**src/rtl/alu_muldiv_ctrl.sv**
```systemverilog
// alu_muldiv_ctrl: ALU control decode, JR detect and an iterative
// MULT/MULTU/DIV/DIVU unit that owns the architectural HI/LO registers.
// Optional macro MULDIV_DIV_EN: when defined, the restoring divider is built
// and DIV/DIVU issue; when undefined, only MULT/MULTU issue.
module alu_muldiv_ctrl #(
   parameter int WIDTH = 32
) (
   input  logic             clk,
   input  logic             rst,
   input  logic             valid,
   input  logic [1:0]       ALUOp,
   input  logic [5:0]       funct,
   input  logic [WIDTH-1:0] src_a,
   input  logic [WIDTH-1:0] src_b,
   output logic [3:0]       ALUCtrl,
   output logic             Jr,
   output logic             stall,
   output logic [WIDTH-1:0] hi,
   output logic [WIDTH-1:0] lo,
   output logic [WIDTH-1:0] mf_data
);
   localparam int            CW       = $clog2(WIDTH) + 1;
   localparam logic [CW-1:0] LAST_CNT = CW'(WIDTH - 1);
   localparam logic [5:0]    F_MULT   = 6'b011000;
   localparam logic [5:0]    F_MULTU  = 6'b011001;
   localparam logic [5:0]    F_MFHI   = 6'b010000;
   localparam logic [5:0]    F_MFLO   = 6'b010010;
   localparam logic [5:0]    F_JR     = 6'b001000;

   typedef enum logic [1:0] {IDLE = 2'd0, BUSY = 2'd1, DONE = 2'd2} state_t;
   state_t state, state_next;

   logic               is_md, issue, last;
   logic [CW-1:0]      cnt;
   logic [WIDTH-1:0]   a_reg, b_reg, a_mag, b_mag;
   logic               signed_reg, neg_a, neg_b;
   // work holds the running partial product, or remainder:quotient for divide
   logic [2*WIDTH-1:0] work, work_step, work_mul, prod_fix;
   logic [WIDTH:0]     mul_sum;
   logic [WIDTH-1:0]   res_hi, res_lo;

   // Combinational ALU control decode; independent of reset and FSM state
   always_comb begin
      ALUCtrl = 4'b0010;
      case (ALUOp)
         2'b01: ALUCtrl = 4'b0110;
         2'b10: begin
            case (funct)
               6'b100000, 6'b100001: ALUCtrl = 4'b0010;
               6'b100010, 6'b100011: ALUCtrl = 4'b0110;
               6'b100100:            ALUCtrl = 4'b0000;
               6'b100101:            ALUCtrl = 4'b0001;
               6'b100110:            ALUCtrl = 4'b0011;
               6'b100111:            ALUCtrl = 4'b1100;
               6'b101010:            ALUCtrl = 4'b0111;
               6'b000000:            ALUCtrl = 4'b1000;
               6'b000010:            ALUCtrl = 4'b1001;
               6'b000011:            ALUCtrl = 4'b1010;
               default:              ALUCtrl = 4'b0010;
            endcase
         end
         default: ALUCtrl = 4'b0010;
      endcase
   end

   assign Jr = (ALUOp == 2'b10) && (funct == F_JR);

   // MFHI/MFLO read path; old HI/LO stay visible while an operation runs
   always_comb begin
      mf_data = '0;
      if (ALUOp == 2'b10 && funct == F_MFHI) mf_data = hi;
      else if (ALUOp == 2'b10 && funct == F_MFLO) mf_data = lo;
   end

   // Sign-magnitude view of the captured operands
   assign neg_a = signed_reg & a_reg[WIDTH-1];
   assign neg_b = signed_reg & b_reg[WIDTH-1];
   assign a_mag = neg_a ? -a_reg : a_reg;
   assign b_mag = neg_b ? -b_reg : b_reg;
   assign last  = (cnt == LAST_CNT);

   // Shift-add step: multiplier bit cnt of |a| selects whether |b| is added
   assign mul_sum  = {1'b0, work[2*WIDTH-1:WIDTH]} +
                     {1'b0, (a_mag[cnt[CW-2:0]] ? b_mag : {WIDTH{1'b0}})};
   assign work_mul = {mul_sum, work[WIDTH-1:1]};
   assign prod_fix = (neg_a ^ neg_b) ? -work_mul : work_mul;

`ifdef MULDIV_DIV_EN
   localparam logic [5:0]    F_DIV    = 6'b011010;
   localparam logic [5:0]    F_DIVU   = 6'b011011;
   localparam logic [CW-2:0] LAST_IDX = (CW-1)'(WIDTH - 1);

   logic               div_reg;
   logic [CW-2:0]      div_idx;
   logic [WIDTH:0]     div_shift, div_diff;
   logic [2*WIDTH-1:0] work_div;

   assign is_md = (funct == F_MULT) || (funct == F_MULTU) ||
                  (funct == F_DIV)  || (funct == F_DIVU);

   // Restoring step: bring in the next dividend bit (MSB first), trial subtract
   assign div_idx   = LAST_IDX - cnt[CW-2:0];
   assign div_shift = {work[2*WIDTH-1:WIDTH], a_mag[div_idx]};
   assign div_diff  = div_shift - {1'b0, b_mag};
   assign work_div  = div_diff[WIDTH] ? {div_shift[WIDTH-1:0], work[WIDTH-2:0], 1'b0}
                                      : {div_diff[WIDTH-1:0],  work[WIDTH-2:0], 1'b1};
   assign work_step = div_reg ? work_div : work_mul;

   // Final HI/LO values with sign fix-up and the divide-by-zero convention
   always_comb begin
      res_hi = prod_fix[2*WIDTH-1:WIDTH];
      res_lo = prod_fix[WIDTH-1:0];
      if (div_reg) begin
         if (b_reg == '0) begin
            res_hi = a_reg;
            res_lo = '1;
         end else begin
            res_lo = (neg_a ^ neg_b) ? -work_div[WIDTH-1:0] : work_div[WIDTH-1:0];
            res_hi = neg_a ? -work_div[2*WIDTH-1:WIDTH] : work_div[2*WIDTH-1:WIDTH];
         end
      end
   end

   // Remember whether the captured operation is a divide
   always_ff @(posedge clk or posedge rst) begin
      if (rst)        div_reg <= 1'b0;
      else if (issue) div_reg <= funct[1];
   end
`else
   assign is_md     = (funct == F_MULT) || (funct == F_MULTU);
   assign work_step = work_mul;

   // Final HI/LO values: product halves after sign fix-up
   always_comb begin
      res_hi = prod_fix[2*WIDTH-1:WIDTH];
      res_lo = prod_fix[WIDTH-1:0];
   end
`endif

   assign issue = valid && (ALUOp == 2'b10) && is_md && (state == IDLE);

   // FSM state register
   always_ff @(posedge clk or posedge rst) begin
      if (rst) state <= IDLE;
      else     state <= state_next;
   end

   // FSM next-state logic
   always_comb begin
      state_next = state;
      case (state)
         IDLE:    if (issue) state_next = BUSY;
         BUSY:    if (last)  state_next = DONE;
         DONE:    state_next = IDLE;
         default: state_next = IDLE;
      endcase
   end

   // FSM outputs: hold the pipeline from the issue cycle through the last BUSY cycle
   always_comb begin
      stall = 1'b0;
      if (!rst && (state == BUSY || issue)) stall = 1'b1;
   end

   // Operand capture on issue, then one iteration per BUSY cycle
   always_ff @(posedge clk or posedge rst) begin
      if (rst) begin
         cnt        <= '0;
         a_reg      <= '0;
         b_reg      <= '0;
         signed_reg <= 1'b0;
         work       <= '0;
      end else if (issue) begin
         cnt        <= '0;
         a_reg      <= src_a;
         b_reg      <= src_b;
         signed_reg <= ~funct[0];
         work       <= '0;
      end else if (state == BUSY) begin
         cnt        <= cnt + CW'(1);
         work       <= work_step;
      end
   end

   // HI/LO written only on the edge that ends the last BUSY cycle
   always_ff @(posedge clk or posedge rst) begin
      if (rst) begin
         hi <= '0;
         lo <= '0;
      end else if (state == BUSY && last) begin
         hi <= res_hi;
         lo <= res_lo;
      end
   end
endmodule

```
**config.mk**
```make
export PLATFORM = sky130hd
export DESIGN_NAME = alu_muldiv_ctrl
export DESIGN_NICKNAME = d
export VERILOG_FILES = /design/src/rtl/alu_muldiv_ctrl.sv
export SDC_FILE = /design/constraint.sdc
export NUM_CORES = 1
export LEC_CHECK = 0
export CAP_MARGIN = 15
export CORE_UTILIZATION = 23
export CTS_BUF_LIST = sky130_fd_sc_hd__clkbuf_4 sky130_fd_sc_hd__clkbuf_8
export DETAILED_ROUTE_END_ITERATION = 6
export DONT_BUFFER_PORTS = 1
export GPL_TIMING_DRIVEN = 0
export SLEW_MARGIN = 10
export SYNTH_ARGS = -nofsm -noshare
export SYNTH_HDL_FRONTEND = slang
export SYNTH_SLANG_ARGS = --single-unit
```
**constraint.sdc**
```tcl
create_clock -name clk -period 14.8 [get_ports clk]
set_input_delay 2.96 -clock clk [delete_from_list [all_inputs] [get_ports clk]]
set_output_delay 2.96 -clock clk [all_outputs]
set_load 0.005 [all_outputs]
```
After elaboration in Yosys (flattened, before gate mapping). Cells that the tools add are included.

Register bits: 201. Latch bits: 0. Memory bits (writable): 0. Memory bits (read-only): 0. Input port bits: 75. Output and inout port bits: 102. Logic and storage cells: 72. Memories kept: 0.

$add $sub $neg: 5. Multiply operators: 0. Divide/modulo/power cells: 0. $lt $le $gt $ge: 1. Eq/ne operators: 20. Shift-type cells: 0. Mux-type cells: 18. Bitwise gates (word level): 4. Reductions and logical operators: 16.

Operator list (number): $mux 64 (3); $mux 32 (5); $neg 32->32 (2); $neg 64->64 (1); $eq 6x6->1 const B (7); $pmux 4 s9 (1); $add 32x32->33 (1); $eq 6x5->1 const B (5); $eq 6x2->1 const B (2); $mux 6 (2); $logic_and 1x1->1 (8); $pmux 4 s2 (1); $add 6x1->6 const B (1); $eq 6x4->1 const B (1); $logic_not 6->1 (1); $lt 5x6->1 const B (1); $bmux 1 s5 (1); $eq 2x1->1 const B (2); $mux 2 (2); $ne 2x2->1 const B (2); $pmux 2 s2 (1); $and 1x1->1 (2); $eq 2x2->1 const B (1); $logic_not 2->1 (1); 8 further kinds (10).

Depth between registers and ports, before layout.
Word-level depth: 8. Mapped depth: 27. Mapped depth without buffers: 23.

Least setup slack after synthesis. OpenSTA, ideal clock, no wires.

Path type: input -> output. Start: in funct[5]. End: out mf_data[10]. Arrival: 4440 ps. Required time: 11840 ps. Setup slack: 7400 ps. Stages on the path: 6. Buffers on the path: 2. Cells stage by stage: clkbuf_1 nand3b_1 or3_1 nor3_1 clkbuf_1 a22o_1.

Cells in the longest elaborated chain, start to end: 4. Elaborated cells on any way between the ends: 6. Those cells by class: 2 x eq/ne; 2 x mux; 2 x reduce/logical.

RTL lines: from (decl) (RTL line 12) `input logic [5:0] funct,`; $eq 6x5->1 (RTL line 72) `else if (ALUOp == 2'b10 && funct == F_MFLO) mf_data = lo;`; $logic_and 1x1->1 (RTL line 72); $mux 32 (RTL line 72); $mux 32 * (RTL line 71) `if (ALUOp == 2'b10 && funct == F_MFHI) mf_data = hi;`; to (decl) (RTL line 20) `output logic [WIDTH-1:0] mf_data`.

Every way passes the cells marked *; elsewhere a longest branch is shown, timed or not.

Final worst setup path.
Start: in funct[5]. End: out mf_data[4].

The elaborated chain is that of the path after synthesis.

==> metrics.txt <==
Mapped Area 13,100 um^2; die span in y ~240 um; most common cell in the synthesized netlist nand2_1; fin worst setup slack 6.58 ns; number of port buffers 0; syn nets 1,604; RSZ-0062 raised after global routing no; layout cell share with drive strength beyond 1 9.46%; r2r worst-path depth 26; Synth top area share 38.1%; postcts setup bufs 0; vias in the first global route 10,530; Max-Cap Viols 0; Main synth FF type dfrtp_1; Synth async-reset ratio 100%; CTS Buf Count 17; Longest Clk Path Bufs 2; CTS clock-pin slew for the worst setup and hold paths 0.11 ns; skew final approximately 0.031 ns; post-synth top area cell dfrtp_1; Peak VDD IR 0.0000483 V; f_max 122 MHz; initial antenna violation count 31; met1 WL a little under 20 mm; worst path arrival time about 5.3 ns; Worst Hold End work[45]$_DFFE_PP0N_; DR iter-0 viols 862; Worst EP required 11.84 ns; worst setup path category in -> out; total number of vias 11,394; crit-path max FO 10; Worst Hold Depth 2; CP endpoint kind primary output; CTS resizes 0; HP Class reg -> reg; sequential area share after synthesis 38.1%; clk sinks 200; final hold vios 0; gpl congestion 0.915; synthesized area per cell 8.80 um^2; first-pass GRT wire length 64.3 mm; slew at the pin closest to its max-slew limit 0.923 ns; Ports 177; final cycle utilization of the critical path between 50% and 60%; NumNets Final 1,624; DR DRC count 0; status complete, no violations; Post-Syn Instances 1,490; crit path launch type input port; Core Util, Final roughly a quarter; core area approximately 56,000 um^2; DR WL met3 3.30 mm; Post-Route WL 42.9 mm; DP HPWL 33.9 mm; CTS tree done; first drt pass iteration count 7; Final Slew Violations 0; R2R setup slack ~7.6 ns; Synth cell types 87; number of synthesized register bits 200; row cnt 87; Starting Density between 20% and 30%; Rel. slew slack 38.5%; max reg flops 63; worst hold slack 0.521 ns; fin cells roughly 2,300; Yosys warning count 0; pwr dens 70.0 nW/um^2; setup total negative slack 0 ns; P&R area growth vs syn 11.1%; Post-synth top cells nand2_1, dfrtp_1, o21ai_0; CTS Hold Buffers Added 0; Critical R2R Capture hi[18]$_DFFE_PP0P_; grt ovf 0; reg2reg start a_reg[8]$_DFFE_PP0P_; EDFF count, synth 0; CTS H-Tree Depth 4; WL per Instance 18.7 um; clock root buffer master clkbuf_8; Hold Path Origin work[45]$_DFFE_PP0N_; metal2 WL 19.7 mm; Synth area leaders dfrtp_1, mux2_2, nand2_1; Die W 241 um; dpl cells between 2,000 and 2,500; GRT Overall Usage between 10 and 15%; later-pin clock latency in the skew report around 0.52 ns; area of the die 58,000 um^2; fin crit period 8.22 ns; largest net degree at the start of global routing 116; post-DR vias/cell 4.98; endpoints failing setup 0; Setup WS pre-CTS 6.50 ns; Routed Antenna Nets 0; Top reg by flops work; DR top layer met5; P_leak 0.00623 uW
-- worst max path at each step --
stage / cells after the start / start / endpoint / slack (ns)
floorplan: 1 / rst / a_reg[0]$_DFFE_PP0P_ / 6.39
global placement: 1 / rst / hi[23]$_DFFE_PP0P_ / 4.22
detailed placement: 6 / funct[5] / mf_data[1] / 6.50
CTS: 6 / funct[5] / mf_data[1] / 6.50
global route: 6 / funct[5] / mf_data[1] / 6.41
finish: 6 / funct[5] / mf_data[4] / 6.58
-- placed cells by master (no fill, tap or decap), drive strengths merged, types with 5 or more instances in the layout --
master	n
and4	9
nor3	23
nor2b	9
diode	11
a21oi	80
o221ai	5
dfrtp	200
ha	38
a22o	32
nor4	13
clkbuf	98
xnor2	80
and3	11
inv	30
nand4	13
o21ai	146
and2	11
or3	16
a31oi	26
nand3b	7
o31ai	13
mux2	68
or4	5
xor2	66
buf	12
nand2b	9
nand3	92
clkinv	5
or2	5
o41ai	6
o2111ai	5
nand2	202
nor2	101
a41oi	5
a21o	14
nor3b	6
o21a	5
-- worst max-delay path: stages --
cell      delay (ns)
clkbuf_1        0.18
nand3b_1        0.23
or3_1           0.34
nor3_2          0.63
clkbuf_1        0.57
a22o_1          0.34
-- cell families after synthesis --
group | synth area share (%)
XOR/XNOR | 9.80
AND/OR/NAND/NOR | 20.1
AO/OA/AOI/OAI | 18.5
multiplexers | 6.31
buffers and inverters | 3.36
adder cells (fa/ha/maj) | 3.78
flip-flops | 38.1
-- final cells by class --
type,count,area (um^2)
antenna,11,27.5
clock buffer,18,248
inverter,24,97.6
timing repair buffer,1,27.5
fill,6051,41800
sequential,200,5000
buffer,91,350
multi-input combinational,1175,7680
clock inverter,14,194
tap,756,946
-- layer usage --
layer,up-vias,track usage [%]
met5,-,0
met4,40,2.49
met3,60,4.94
met2,313,23.2
met1,5577,19.2
li1,5404,-
-- per-stage QoR --
step | cell area, um^2 | total power (uW)
finish | 14600 | 1020
global placement | 14100 | 637
global route | 14600 | 1060
detailed placement | 14100 | 640
CTS | 14500 | 1030
floorplan | 13100 | 621
-- power by group --
group,leakage [uW],switching [uW],internal [uW],total [uW]
Combinational,0.00344,42.5,21.3,63.8
Clock,0.000213,239,152,390
Sequential,0.00257,11.4,554,566
(Power assumes the default switching activity.)
